--- src/rtl/stopwatch_input_conditioner_if.sv ---
// Board-side signal bundle for stopwatch_input_conditioner.
// master: drives the raw buttons/switches and reads the conditioned controls.
// slave:  the conditioner itself.
// With STOPWATCH_LONGPRESS_EN defined, the bundle also carries o_long_rst.
interface stopwatch_input_conditioner_if;
  logic btn_rst;
  logic btn_pause;
  logic sw_adj;
  logic sw_sel;
  logic o_rst_pulse;
  logic o_pause;
  logic o_adj;
  logic o_sel;
`ifdef STOPWATCH_LONGPRESS_EN
  logic o_long_rst;

  modport master (
    output btn_rst, btn_pause, sw_adj, sw_sel,
    input  o_rst_pulse, o_pause, o_adj, o_sel, o_long_rst
  );

  modport slave (
    input  btn_rst, btn_pause, sw_adj, sw_sel,
    output o_rst_pulse, o_pause, o_adj, o_sel, o_long_rst
  );
`else
  modport master (
    output btn_rst, btn_pause, sw_adj, sw_sel,
    input  o_rst_pulse, o_pause, o_adj, o_sel
  );

  modport slave (
    input  btn_rst, btn_pause, sw_adj, sw_sel,
    output o_rst_pulse, o_pause, o_adj, o_sel
  );
`endif
endinterface

--- src/rtl/stopwatch_input_conditioner.sv ---
// Front end for the stopwatch: synchronizes and debounces the raw board
// buttons/switches, then derives the control signals for minsec_counter.
//   o_adj / o_sel : debounced switch levels
//   o_rst_pulse   : one cycle after a debounced btn_rst press
//   o_pause       : toggled by each debounced btn_pause press, cleared by reset pulse
// Optional feature macro: STOPWATCH_LONGPRESS_EN adds o_long_rst, a single
// pulse once btn_rst has been stably held for LONG_CYCLES cycles.
module stopwatch_input_conditioner #(
  parameter int DEBOUNCE_CYCLES = 500000,
  parameter int SYNC_STAGES     = 2,
  parameter int LONG_CYCLES     = 200000000
) (
  input logic                          i_clk,
  input logic                          i_rst,
  stopwatch_input_conditioner_if.slave bus
);

  localparam int NUM_CH   = 4;
  localparam int CH_RST   = 0;
  localparam int CH_PAUSE = 1;
  localparam int CH_ADJ   = 2;
  localparam int CH_SEL   = 3;

  localparam int                CNT_W    = $clog2(DEBOUNCE_CYCLES + 1);
  localparam logic [CNT_W-1:0]  CNT_LAST = CNT_W'(DEBOUNCE_CYCLES - 1);

  // Reject illegal configurations at elaboration.
  if (DEBOUNCE_CYCLES < 1) begin : g_bad_debounce
    $error("DEBOUNCE_CYCLES must be >= 1");
  end
  if (SYNC_STAGES < 2) begin : g_bad_sync
    $error("SYNC_STAGES must be >= 2");
  end
  if (LONG_CYCLES < 1) begin : g_bad_long
    $error("LONG_CYCLES must be >= 1");
  end

  logic [NUM_CH-1:0]      raw;
  logic [SYNC_STAGES-1:0] sync_q   [NUM_CH];
  logic [CNT_W-1:0]       cnt_q    [NUM_CH];
  logic [NUM_CH-1:0]      stable_q;
  logic                   rst_d_q;
  logic                   pause_d_q;
  logic                   rst_pulse_q;
  logic                   pause_q;
  logic                   rst_rise;
  logic                   pause_rise;

  assign raw = {bus.sw_sel, bus.sw_adj, bus.btn_pause, bus.btn_rst};

  // Per-channel synchronizer chain; bit SYNC_STAGES-1 is the synced value.
  // NOTE: every register uses non-blocking assignment so all flops sample
  // pre-edge values; the synchronizer chain is reset like any other flop.
  always_ff @(posedge i_clk or negedge i_rst) begin
    if (!i_rst) begin
      for (int ch = 0; ch < NUM_CH; ch++) sync_q[ch] <= '0;
    end else begin
      for (int ch = 0; ch < NUM_CH; ch++)
        sync_q[ch] <= {sync_q[ch][SYNC_STAGES-2:0], raw[ch]};
    end
  end

  // Debounce: stable follows synced only after DEBOUNCE_CYCLES consecutive
  // differing cycles; any agreement restarts the count, so it never wraps.
  always_ff @(posedge i_clk or negedge i_rst) begin
    if (!i_rst) begin
      for (int ch = 0; ch < NUM_CH; ch++) cnt_q[ch] <= '0;
      stable_q <= '0;
    end else begin
      for (int ch = 0; ch < NUM_CH; ch++) begin
        if (sync_q[ch][SYNC_STAGES-1] == stable_q[ch]) begin
          cnt_q[ch] <= '0;
        end else if (cnt_q[ch] == CNT_LAST) begin
          stable_q[ch] <= sync_q[ch][SYNC_STAGES-1];
          cnt_q[ch]    <= '0;
        end else begin
          cnt_q[ch] <= cnt_q[ch] + 1'b1;
        end
      end
    end
  end

  assign rst_rise   = stable_q[CH_RST]   & ~rst_d_q;
  assign pause_rise = stable_q[CH_PAUSE] & ~pause_d_q;

  // Edge history plus derived controls; the reset pulse wins over a pause toggle.
  always_ff @(posedge i_clk or negedge i_rst) begin
    if (!i_rst) begin
      rst_d_q     <= 1'b0;
      pause_d_q   <= 1'b0;
      rst_pulse_q <= 1'b0;
      pause_q     <= 1'b0;
    end else begin
      rst_d_q     <= stable_q[CH_RST];
      pause_d_q   <= stable_q[CH_PAUSE];
      rst_pulse_q <= rst_rise;
      if (rst_rise) begin
        pause_q <= 1'b0;
      end else if (pause_rise) begin
        pause_q <= ~pause_q;
      end
    end
  end

  assign bus.o_rst_pulse = rst_pulse_q;
  assign bus.o_pause     = pause_q;
  assign bus.o_adj       = stable_q[CH_ADJ];
  assign bus.o_sel       = stable_q[CH_SEL];

`ifdef STOPWATCH_LONGPRESS_EN
  localparam int               HOLD_W   = $clog2(LONG_CYCLES + 1);
  localparam logic [HOLD_W-1:0] HOLD_MAX = HOLD_W'(LONG_CYCLES);

  logic [HOLD_W-1:0] hold_q;
  logic              long_q;

  // Hold timer: counts while stable_rst is high, saturates at LONG_CYCLES so
  // exactly one long-press pulse is produced per hold.
  always_ff @(posedge i_clk or negedge i_rst) begin
    if (!i_rst) begin
      hold_q <= '0;
      long_q <= 1'b0;
    end else begin
      long_q <= 1'b0;
      if (!stable_q[CH_RST]) begin
        hold_q <= '0;
      end else if (hold_q != HOLD_MAX) begin
        hold_q <= hold_q + 1'b1;
        long_q <= (hold_q == HOLD_MAX - 1'b1);
      end
    end
  end

  assign bus.o_long_rst = long_q;
`endif

endmodule

--- src/flat_wrapper.sv ---
// flat-port wrapper written by rule: the top's interface ports become plain ports
module stopwatch_input_conditioner_flat 
#(
  parameter int DEBOUNCE_CYCLES = 500000,
  parameter int SYNC_STAGES     = 2,
  parameter int LONG_CYCLES     = 200000000
)
  (i_clk, i_rst, bus_btn_rst, bus_btn_pause, bus_sw_adj, bus_sw_sel, bus_o_rst_pulse, bus_o_pause, bus_o_adj, bus_o_sel);
  stopwatch_input_conditioner_if bus_i ();
  input logic i_clk;
  input logic i_rst;
  input wire logic [$bits(bus_i.btn_rst)-1:0] bus_btn_rst;
  input wire logic [$bits(bus_i.btn_pause)-1:0] bus_btn_pause;
  input wire logic [$bits(bus_i.sw_adj)-1:0] bus_sw_adj;
  input wire logic [$bits(bus_i.sw_sel)-1:0] bus_sw_sel;
  output wire logic [$bits(bus_i.o_rst_pulse)-1:0] bus_o_rst_pulse;
  output wire logic [$bits(bus_i.o_pause)-1:0] bus_o_pause;
  output wire logic [$bits(bus_i.o_adj)-1:0] bus_o_adj;
  output wire logic [$bits(bus_i.o_sel)-1:0] bus_o_sel;
  assign bus_i.btn_rst = bus_btn_rst;
  assign bus_i.btn_pause = bus_btn_pause;
  assign bus_i.sw_adj = bus_sw_adj;
  assign bus_i.sw_sel = bus_sw_sel;
  assign bus_o_rst_pulse = bus_i.o_rst_pulse;
  assign bus_o_pause = bus_i.o_pause;
  assign bus_o_adj = bus_i.o_adj;
  assign bus_o_sel = bus_i.o_sel;
  stopwatch_input_conditioner #(.DEBOUNCE_CYCLES(DEBOUNCE_CYCLES), .SYNC_STAGES(SYNC_STAGES), .LONG_CYCLES(LONG_CYCLES)) u_core (.i_clk(i_clk), .i_rst(i_rst), .bus(bus_i));
endmodule
--- config.mk ---
export PLATFORM = sky130hd
export DESIGN_NAME = stopwatch_input_conditioner_flat
export DESIGN_NICKNAME = d
export VERILOG_FILES = /design/src/rtl/stopwatch_input_conditioner_if.sv /design/src/rtl/stopwatch_input_conditioner.sv /design/src/flat_wrapper.sv
export SDC_FILE = /design/constraint.sdc
export NUM_CORES = 1
export LEC_CHECK = 0
export ABC_AREA = 0
export BUFFER_PORTS_ARGS = -buffer_cell sky130_fd_sc_hd__buf_2
export CAP_MARGIN = 20
export CORE_ASPECT_RATIO = 1.75
export CORE_MARGIN = 2
export CORE_UTILIZATION = 66
export CTS_BUF_LIST = sky130_fd_sc_hd__clkbuf_4 sky130_fd_sc_hd__clkbuf_8
export DETAILED_ROUTE_END_ITERATION = 7
export GPL_ROUTABILITY_DRIVEN = 0
export PLACE_DENSITY = 0.92
export SLEW_MARGIN = 20
export SYNTH_ARGS = -nofsm -noshare
export SYNTH_HDL_FRONTEND = slang
export SYNTH_SLANG_ARGS = --single-unit
--- constraint.sdc ---
create_clock -name i_clk -period 3.3 [get_ports i_clk]
set_clock_uncertainty 0.2 [all_clocks]
set_input_delay 0.165 -clock i_clk [delete_from_list [all_inputs] [get_ports i_clk]]
set_output_delay 0.165 -clock i_clk [all_outputs]
set_load 0.01 [all_outputs]
==> results of run 1 <==
-- cells by family after synthesis --
logic type      Yosys count  share of synthesized area (%)
simple gates            212                           26.0
buf+inv                  24                           2.30
flops                    92                           52.9
fa+ha+maj                 4                           1.15
compound gates           45                           6.26
mux                       3                          0.776
xor+xnor                 53                           10.7
-- layout make-up --
cell class / instances / share of cell area, %
flip-flops and latches: 92 / 49.0
multi-input cells: 317 / 41.6
clock buffers: 10 / 2.80
repair buffers: 16 / 2.48
well taps: 82 / 2.18
inverters: 17 / 1.36
clock inverters: 5 / 0.639
-- placed cells by master, fill, tap and decap left out, types with 3 or more instances in the layout --
| cell | count |
|---|---|
| and3_1 | 3 |
| inv_1 | 17 |
| mux2_2 | 3 |
| a21oi_1 | 20 |
| clkbuf_8 | 9 |
| xor2_1 | 10 |
| ha_1 | 4 |
| or2_2 | 5 |
| clkinv_2 | 3 |
| o31ai_1 | 6 |
| nand3_1 | 26 |
| nor4_1 | 14 |
| or3_1 | 14 |
| nor2_1 | 70 |
| xnor2_1 | 43 |
| nand2_1 | 23 |
| dfrtp_1 | 92 |
| o21ai_0 | 13 |
| nor3_1 | 10 |
| dlygate4sd3_1 | 5 |
| and2_1 | 4 |
| nand4_1 | 12 |
| buf_2 | 8 |
| or4_1 | 10 |
| nor4b_1 | 3 |
-- state kept, by name, summed over array words and instances, names as in the netlist --
register	cells
u_core.bus.o_rst_pulse	1
u_core.bus.o_pause	1
u_core.sync_q	8
u_core.stable_q	4
u_core.rst_d_q	1
u_core.pause_d_q	1
u_core.cnt_q	76
-- per-stage QoR --
step,util [%],cell area [sq um],cells
floorplan,-,4360,433
global placement,69.6,4480,519
detailed placement,69.6,4480,519
CTS,72.9,4700,539
global route,73.0,4700,539
finish,73.0,4700,539
-- how the worst min path moves through the flow --
stage,from,slack (ns),depth (start not counted),endpoint
after global routing,u_core.sync_q[4]$_DFF_PN0_,0.16,0,u_core.sync_q[5]$_DFF_PN0_
final,u_core.sync_q[0]$_DFF_PN0_,0.15,0,u_core.sync_q[1]$_DFF_PN0_
after detailed placement,bus_sw_sel,0.08,1,u_core.sync_q[0]$_DFF_PN0_
after floorplan,i_rst,-0.33,0,u_core.bus.o_pause$_DFFE_PN0P_
after CTS,u_core.sync_q[0]$_DFF_PN0_,0.16,0,u_core.sync_q[1]$_DFF_PN0_
after global placement,bus_sw_sel,0.07,1,u_core.sync_q[0]$_DFF_PN0_
-- critical path, cell delays in order, from the launching register on --
cell	delay (ns)
dfrtp_1	0.39
ha_1	0.23
nand4_1	0.41
nor2_1	0.31
or4b_2	0.61
a21oi_1	0.16
-- metal layers --
layer / part of all wire (%) / wire [um] / up-vias / track usage, %
met5: 0 / 0 / - / 0
met4: 2.6 / 211 / 0 / 12.4
met3: 2.8 / 231 / 20 / 5.66
met2: 55 / 4510 / 71 / 42.4
met1: 40 / 3290 / 1587 / 30.6
li1: - / - / 1547 / -
-- power by group through the flow --
stage	Combinational, uW	Sequential (uW)	Clock (uW)
final	73.5	1160	642
after global routing	85.4	1160	708
after CTS	74.9	1160	659
after detailed placement	70.3	1180	0
after global placement	67.4	1180	0
after floorplan	36.8	1180	0
==> flow_metrics.py, run 1 <==
metrics = {
    "logic_synthesis": {
        "synth.distinct_cells": 40,
        "avgSynthCellArea_sq_um": 10.1,
        "yosysTopAreaCell": "dfrtp_1",
        "synth_top_area_share_pct": 52.9,
        "ys_seq_area_share_pct": 52.9,
        "netlist_top_cells_area": "dfrtp_1 (53%), xnor2_1 (8.6%), nor2_1 (6.0%)",
        "async_flop_share_pct": 100,
        "syn-num-nets": 443,
        "synth_top_cells_by_count": "dfrtp_1 (92), nor2_1 (70), xnor2_1 (43)",
        "syn_area_sq_um": 4360,
        "synth-seq-cells": 92,
        "synth-main-ff-cell": "dfrtp_1",
        "yosysMostFrequentCell": "dfrtp_1",
        "syn_inst": 433,
        "synth_warnings": 0,
        "synth-edff-count": 0,
    },
    "critical_path": {
        "worstSetupPathType": "reg -> reg",
        "worstPathArrival_ns": 2.46,
        "required_ns": 3.38,
        "crit_fanout": 9,
        "ff2ff_path_depth": 5,
        "crit_end": "u_core.cnt_q[56]$_DFF_PN0_",
        "r2r_end": "u_core.cnt_q[56]$_DFF_PN0_",
        "worstSetupStartpointType": "flop",
        "worstReg2RegStart": "u_core.cnt_q[38]$_DFF_PN0_",
        "worstSetupStartpoint": "u_core.cnt_q[38]$_DFF_PN0_",
        "cp-end-kind": "flop",
        "rrSetupSlack_ns": 0.92,
    },
    "flow_run": {
        "cap_violations": 0,
    },
    "global_routing": {
        "antenna_found_initial": 0,
        "grt_pass1_wl_um": 14500,
        "grt_pass1_vias": 3308,
        "gr-total-overflow": 0,
        "grt_max_degree": 93,
        "gr-usage-all-layers_pct": 25.4,
    },
    "clocking": {
        "cts_resized": 0,
        "clkLatencyLatePin_ns": 0.36,
        "cts_sinks": 92,
        "root_buffer": "clkbuf_8",
        "clk_pin_slew_ns": 0.08,
        "clock_path_buffers": 2,
        "ctsHoldBuffers": 5,
        "cts_inserted_buffers": 9,
        "htree_levels": 3,
        "postCtsSetupRepairBufs": 0,
        "cts_tree": "built",
    },
    "detailed_routing": {
        "viasPerCell": 5.98,
        "ant_nets": 0,
        "num_vias": 3225,
        "routed_wl_um": 8240,
        "route.detailed.drc": 0,
        "drt-pass1-iter-count": 6,
        "drt-initial-drc-count": 268,
        "post_drt_wl_per_cell_um": 15.3,
    },
    "layout": {
        "drive_gt1_share_pct": 9.63,
        "fin_nets": 463,
        "seq_area_sq_um": 2300,
        "diodes": 0,
        "multi_input_area_sq_um": 1950,
        "fillCellCount": 462,
        "syn_to_final_growth_pct": 7.90,
    },
    "pwr": {
        "ir_drop_mv": 0.296,
        "p_leak_uw": 0.00185,
        "swShare_pct": 23.2,
        "switchingPower_uw": 434,
        "clkPwrFrac_pct": 34.3,
        "p_int_uw": 1440,
        "power_uw": 1870,
        "power_frac_comb_pct": 3.9,
        "powerDensity_nw_per_um2": 399,
        "seqPwrFrac_pct": 61.8,
    },
    "floorplanning": {
        "die_area_sq_um": 7290,
        "coreArea_sq_um": 6440,
        "fp.dieW_um": 65.4,
        "ios": 10,
        "rows": 39,
        "start_util_pct": 67.6,
        "die_h_um": 111,
    },
    "placed_design": {
        "io_buffer_count": 9,
        "dpl.hpwl_um": 5700,
        "dp_slack_ns": 0.932,
    },
    "sta": {
        "fin_crit_sh_pct": 72.2,
        "setup_viol": 0,
        "finalSetupTns_ns": 0,
        "hold_viol": 0,
        "fmax_ghz": 0.420,
        "period_minus_slack_ns": 2.38,
        "worst_pin_slew_ns": 0.780,
        "max-slew-margin-rel_pct": 48.0,
        "fin_ws_ns": 0.917,
        "whs_ns": 0.153,
        "rsz0062_at_grt": "no",
        "slew_violations": 0,
    },
    "run_status": {
        "status": "finished, final reports clean",
    },
    "worst_hold_path": {
        "hp-class": "reg -> reg",
    },
}
Power figures use the tool's default switching activity.
==> run 2: changes to the inputs <==
CORE_UTILIZATION = 58   (was 66)
PLACE_DENSITY = 0.87   (was 0.92)
clock period = 2.13 ns   (was 3.3 ns; I/O delays follow)
==> flow_metrics.py, run 2 (same netlist as run 1, synthesis figures left out) <==
metrics = {
    "run_status": {
        "status": "finished, violations left",
        "violations": "setup timing",
    },
    "global_routing": {
        "gr-usage-all-layers_pct": 24.2,
        "grt_pass1_wl_um": 16000,
        "gr-total-overflow": 0,
        "antenna_found_initial": 0,
        "grt_max_degree": 49,
        "grt_pass1_vias": 3695,
    },
    "critical_path": {
        "worstSetupPathType": "reg -> reg",
        "worstSetupStartpointType": "flop",
        "crit_fanout": 2,
        "required_ns": 2.19,
        "cp-end-kind": "flop",
        "worstPathArrival_ns": 2.29,
    },
    "floorplanning": {
        "start_util_pct": 60.2,
        "ios": 10,
        "fp.dieW_um": 69.5,
        "coreArea_sq_um": 7230,
        "rows": 41,
        "die_h_um": 119,
        "die_area_sq_um": 8250,
    },
    "sta": {
        "whs_ns": 0.0599,
        "hold_viol": 0,
        "fmax_ghz": 0.449,
        "fin_ws_ns": -0.0967,
        "period_minus_slack_ns": 2.23,
        "max-slew-margin-rel_pct": 52.8,
        "worst_pin_slew_ns": 0.705,
        "rsz0062_at_grt": "yes",
        "setup_viol": 38,
        "fin_crit_sh_pct": 105,
        "slew_violations": 0,
    },
    "detailed_routing": {
        "drt-pass1-iter-count": 4,
        "route.detailed.drc": 0,
        "ant_nets": 0,
        "routed_wl_um": 9530,
        "post_drt_wl_per_cell_um": 16.0,
        "drt-initial-drc-count": 147,
        "viasPerCell": 5.91,
        "num_vias": 3516,
    },
    "placed_design": {
        "io_buffer_count": 9,
        "dpl.hpwl_um": 6620,
        "place_inst": 572,
        "place_area_sq_um": 4890,
    },
    "layout": {
        "top_register": "u_core.cnt_q",
        "final_cell_mix": "dfrtp_1 (92), nor2_1 (62), buf_4 (50)",
        "syn_to_final_growth_pct": 19.6,
        "fillCellCount": 505,
        "diodes": 0,
        "fin_area_sq_um": 5210,
        "fin_nets": 515,
        "largest_reg_flops": 76,
        "seq_area_sq_um": 2300,
        "drive_gt1_share_pct": 21.8,
        "reg_top3": "u_core.cnt_q x76, u_core.sync_q x8, u_core.stable_q x4",
        "instances_no_fill": 595,
        "mostFrequentLayoutCell": "dfrtp_1",
        "multi_input_area_sq_um": 2020,
        "utilization_pct": 72.0,
    },
    "pwr": {
        "p_leak_uw": 0.00212,
        "ir_drop_mv": 0.440,
        "powerDensity_nw_per_um2": 578,
    },
    "clocking": {
        "root_buffer": "clkbuf_8",
        "cts_sinks": 92,
        "htree_levels": 3,
        "clk_pin_slew_ns": 0.09,
        "clkLatencyLatePin_ns": 0.37,
        "clock_path_buffers": 2,
        "cts_tree": "built",
        "cts_inserted_buffers": 9,
    },
    "worst_hold_path": {
        "hp-class": "in -> async",
    },
    "flow_run": {
        "cap_violations": 0,
    },
}
-- run 2: path summary, 6_finish.rpt --
kind / to / slack (ns) / cells past startpoint / start
worst max-delay path: u_core.stable_q[3]$_DFFE_PN0P_ / -0.1 / 4 / u_core.cnt_q[7]$_DFF_PN0_
worst min-delay path: u_core.cnt_q[74]$_DFF_PN0_ / 0.06 / 3 / i_rst
worst max register to register: u_core.stable_q[3]$_DFFE_PN0P_ / -0.1 / 4 / u_core.cnt_q[7]$_DFF_PN0_
worst min register to register: u_core.sync_q[1]$_DFF_PN0_ / 0.15 / 0 / u_core.sync_q[0]$_DFF_PN0_
max in group asynchronous: u_core.cnt_q[69]$_DFF_PN0_ / 0.58 / 3 / i_rst
min in group i_clk: u_core.sync_q[1]$_DFF_PN0_ / 0.15 / 0 / u_core.sync_q[0]$_DFF_PN0_
-- run 2: layout make-up --
type                       count  area share, %
sequential                    92           44.2
clock buffer                  10           2.64
tap                           86           2.07
inverter                      17           1.23
timing repair buffer          68           10.3
multi-input combinational    317           38.8
clock inverter                 5          0.721
-- run 2: per-layer routing --
layer  global-route usage (%)  vias to the layer above  share of wire [%]
met5                        0                        -                  0
met4                     13.8                        0                3.9
met3                     4.18                       33                3.3
met2                     43.9                       89                 54
met1                     25.9                     1737                 38
li1                         -                     1657                  -
-- run 2: power by group --
part / internal, uW / leakage [uW] / switching [uW] / total (uW)
registers: 1770 / 0.00126 / 23.9 / 1790
clock network: 455 / 0.0000900 / 616 / 1070
logic: 55.0 / 0.000776 / 88.1 / 143
-- run 2: timing repair --
action                                  4_1_cts  5_1_grt
endpoints found under the hold margin        96        0
hold buffers                                  6        0
buffers inserted                              0        2
resized for setup                            11        9
pin swaps                                     3        7
endpoints found under the setup margin       34       42
-- run 2: stage by stage --
step                      power, uW  setup WS [ns]  setup TNS [ns]
after global placement         1950        -0.0724         -0.0877
after floorplan                1880        -0.0604          -0.936
after CTS                      3030        -0.0851           -1.28
after detailed placement       1960        -0.0978          -0.316
final                          3010        -0.0967           -1.94
after global routing           3120         -0.146           -4.23
-- run 2: critical path, cell delays in order (launching register included) --
cell and delay (ns):
dfrtp_1 0.39, or4_1 0.52, or4_4 0.59, nor2_4 0.13, mux2_4 0.30
==> run 3: changes to the inputs <==
ABC_AREA = default   (was 0)
CORE_UTILIZATION = 45   (was 58)
PLACE_DENSITY = 0.7   (was 0.87)
clock period = 2.8 ns   (was 2.13 ns; I/O delays follow)
==> flow_metrics.py, run 3 (same netlist as run 1, synthesis figures left out) <==
metrics = {
    "run_status": {
        "status": "finished, final reports clean",
    },
    "worst_hold_path": {
        "hp-class": "in -> async",
    },
    "sta": {
        "max-slew-margin-rel_pct": 59.2,
        "period_minus_slack_ns": 2.34,
        "slew_violations": 0,
        "setup_viol": 0,
        "fmax_ghz": 0.427,
        "fin_crit_sh_pct": 83.5,
        "hold_viol": 0,
        "worst_pin_slew_ns": 0.612,
        "rsz0062_at_grt": "no",
        "finalSetupTns_ns": 0,
    },
    "detailed_routing": {
        "viasPerCell": 5.47,
        "post_drt_wl_per_cell_um": 13.8,
        "drt-initial-drc-count": 247,
        "ant_nets": 0,
        "routed_wl_um": 8020,
        "drt-pass1-iter-count": 4,
        "route.detailed.drc": 0,
        "num_vias": 3177,
    },
    "flow_run": {
        "cap_violations": 0,
    },
    "layout": {
        "largest_reg_flops": 76,
        "drive_gt1_share_pct": 10.0,
        "fillCellCount": 861,
        "top_register": "u_core.cnt_q",
        "mostFrequentLayoutCell": "dfrtp_1",
        "fin_area_sq_um": 4780,
        "reg_top3": "u_core.cnt_q x76, u_core.sync_q x8, u_core.stable_q x4",
        "diodes": 0,
        "final_cell_mix": "dfrtp_1 (92), nor2_1 (70), xnor2_1 (43)",
        "syn_to_final_growth_pct": 9.65,
        "fin_nets": 467,
    },
    "pwr": {
        "p_leak_uw": 0.00187,
        "powerDensity_nw_per_um2": 459,
        "power_frac_comb_pct": 4.1,
        "p_int_uw": 1690,
        "swShare_pct": 22.9,
        "switchingPower_uw": 502,
        "ir_drop_mv": 0.376,
        "clkPwrFrac_pct": 33.8,
        "seqPwrFrac_pct": 62.2,
    },
    "critical_path": {
        "rrSetupSlack_ns": 0.46,
        "required_ns": 2.84,
        "worstSetupStartpoint": "u_core.cnt_q[50]$_DFF_PN0_",
        "ff2ff_path_depth": 4,
        "critPathMaxStageDelay_ns": 0.55,
        "worstPathCellList": "or4_1 -> or4_4 -> o21ai_4 -> nor2_1",
        "cp_top_family": "simple AND/OR/NAND/NOR gates",
        "cp_slowest_cell": "or4_4",
        "crit_fanout": 18,
        "r2r_end": "u_core.cnt_q[41]$_DFF_PN0_",
        "crit_buf_inv": 0,
        "worstPathArrival_ns": 2.37,
        "crit_cells": 4,
        "cp-end-kind": "flop",
        "worstReg2RegStart": "u_core.cnt_q[50]$_DFF_PN0_",
        "worstSetupStartpointType": "flop",
        "worstSetupPathType": "reg -> reg",
    },
    "floorplanning": {
        "ios": 10,
        "die_h_um": 134,
        "start_util_pct": 46.0,
        "coreArea_sq_um": 9470,
        "rows": 47,
        "die_area_sq_um": 10500,
        "fp.dieW_um": 78.4,
    },
    "clocking": {
        "clkLatencyLatePin_ns": 0.37,
        "cts_tree": "built",
        "root_buffer": "clkbuf_8",
        "htree_levels": 3,
        "postCtsSetupRepairBufs": 0,
        "cts_sinks": 92,
        "cts_inserted_buffers": 9,
        "clock_path_buffers": 2,
        "clk_pin_slew_ns": 0.08,
    },
    "placed_design": {
        "place_area_sq_um": 4580,
        "io_buffer_count": 9,
        "dpl.hpwl_um": 5670,
    },
    "global_routing": {
        "antenna_found_initial": 0,
        "grt_max_degree": 49,
        "gr-total-overflow": 0,
        "gr-usage-all-layers_pct": 17.4,
        "grt_pass1_vias": 3271,
        "grt_pass1_wl_um": 14400,
    },
}
==> run 3: changes by cell type in the layout (fill, tap and decap cells not counted), sizes merged <==
cell	change
inv	-1
clkinv	-1
buf	-47
dlygate4sd3	-1
==> run 3: power by group through the flow <==
stage | clock [uW] | sequential (uW) | combinational, uW
2_1_floorplan | 0 | 1390 | 43.4
3_3_place_gp | 0 | 1390 | 85.7
3_5_place_dp | 0 | 1390 | 87.7
4_1_cts | 782 | 1360 | 93.0
5_1_grt | 843 | 1370 | 106
6_report | 741 | 1360 | 89.5
==> run 3: worst max-delay path by stage <==
stage | to | slack [ns]
after global placement | u_core.stable_q[1]$_DFFE_PN0P_ | 0.50
after global routing | u_core.cnt_q[71]$_DFF_PN0_ | 0.31
after detailed placement | u_core.cnt_q[41]$_DFF_PN0_ | 0.45
final | u_core.cnt_q[41]$_DFF_PN0_ | 0.46
after CTS | u_core.cnt_q[41]$_DFF_PN0_ | 0.45
after floorplan | u_core.cnt_q[45]$_DFF_PN0_ | 0.61
==> run 3: what timing repair did <==
action	CTS	global route
gates resized for setup	0	0
hold buffers	5	0
endpoints found under the setup margin	0	0
endpoints found under the hold margin	51	0
==> run 3: layout make-up <==
type	count	area (sq um)	area share, %
Timing Repair Buffer	20	155	3.25
Inverter	17	63.8	1.34
Tap cell	122	153	3.20
Clock buffer	10	131	2.75
Clock inverter	3	17.5	0.367
Multi-Input combinational cell	317	1950	40.9
Sequential cell	92	2300	48.2
==> run 3: per-layer routing <==
| layer | share of wire (%) | wire, um | up-vias | track usage (%) |
|---|---|---|---|---|
| met4 | 2.0 | 163 | 0 | 8.38 |
| li1 | - | - | 1560 | - |
| met1 | 40 | 3250 | 1564 | 18.1 |
| met2 | 55 | 4380 | 41 | 31.7 |
| met5 | 0 | 0 | - | 0 |
| met3 | 2.9 | 232 | 12 | 4.91 |
==> run 3: stage by stage <==
step           cells  power (uW)  hold WS (ns)  setup WS (ns)  utilization, %
6_report         581        2190         0.127          0.461            50.4
5_1_grt          581        2320         0.165          0.311            50.4
3_3_place_gp     563        1480      -0.00588          0.504            48.3
4_1_cts          581        2240         0.127          0.453            50.4
2_1_floorplan    433        1430        -0.356          0.605               -
3_5_place_dp     563        1480      -0.00286          0.455            48.3
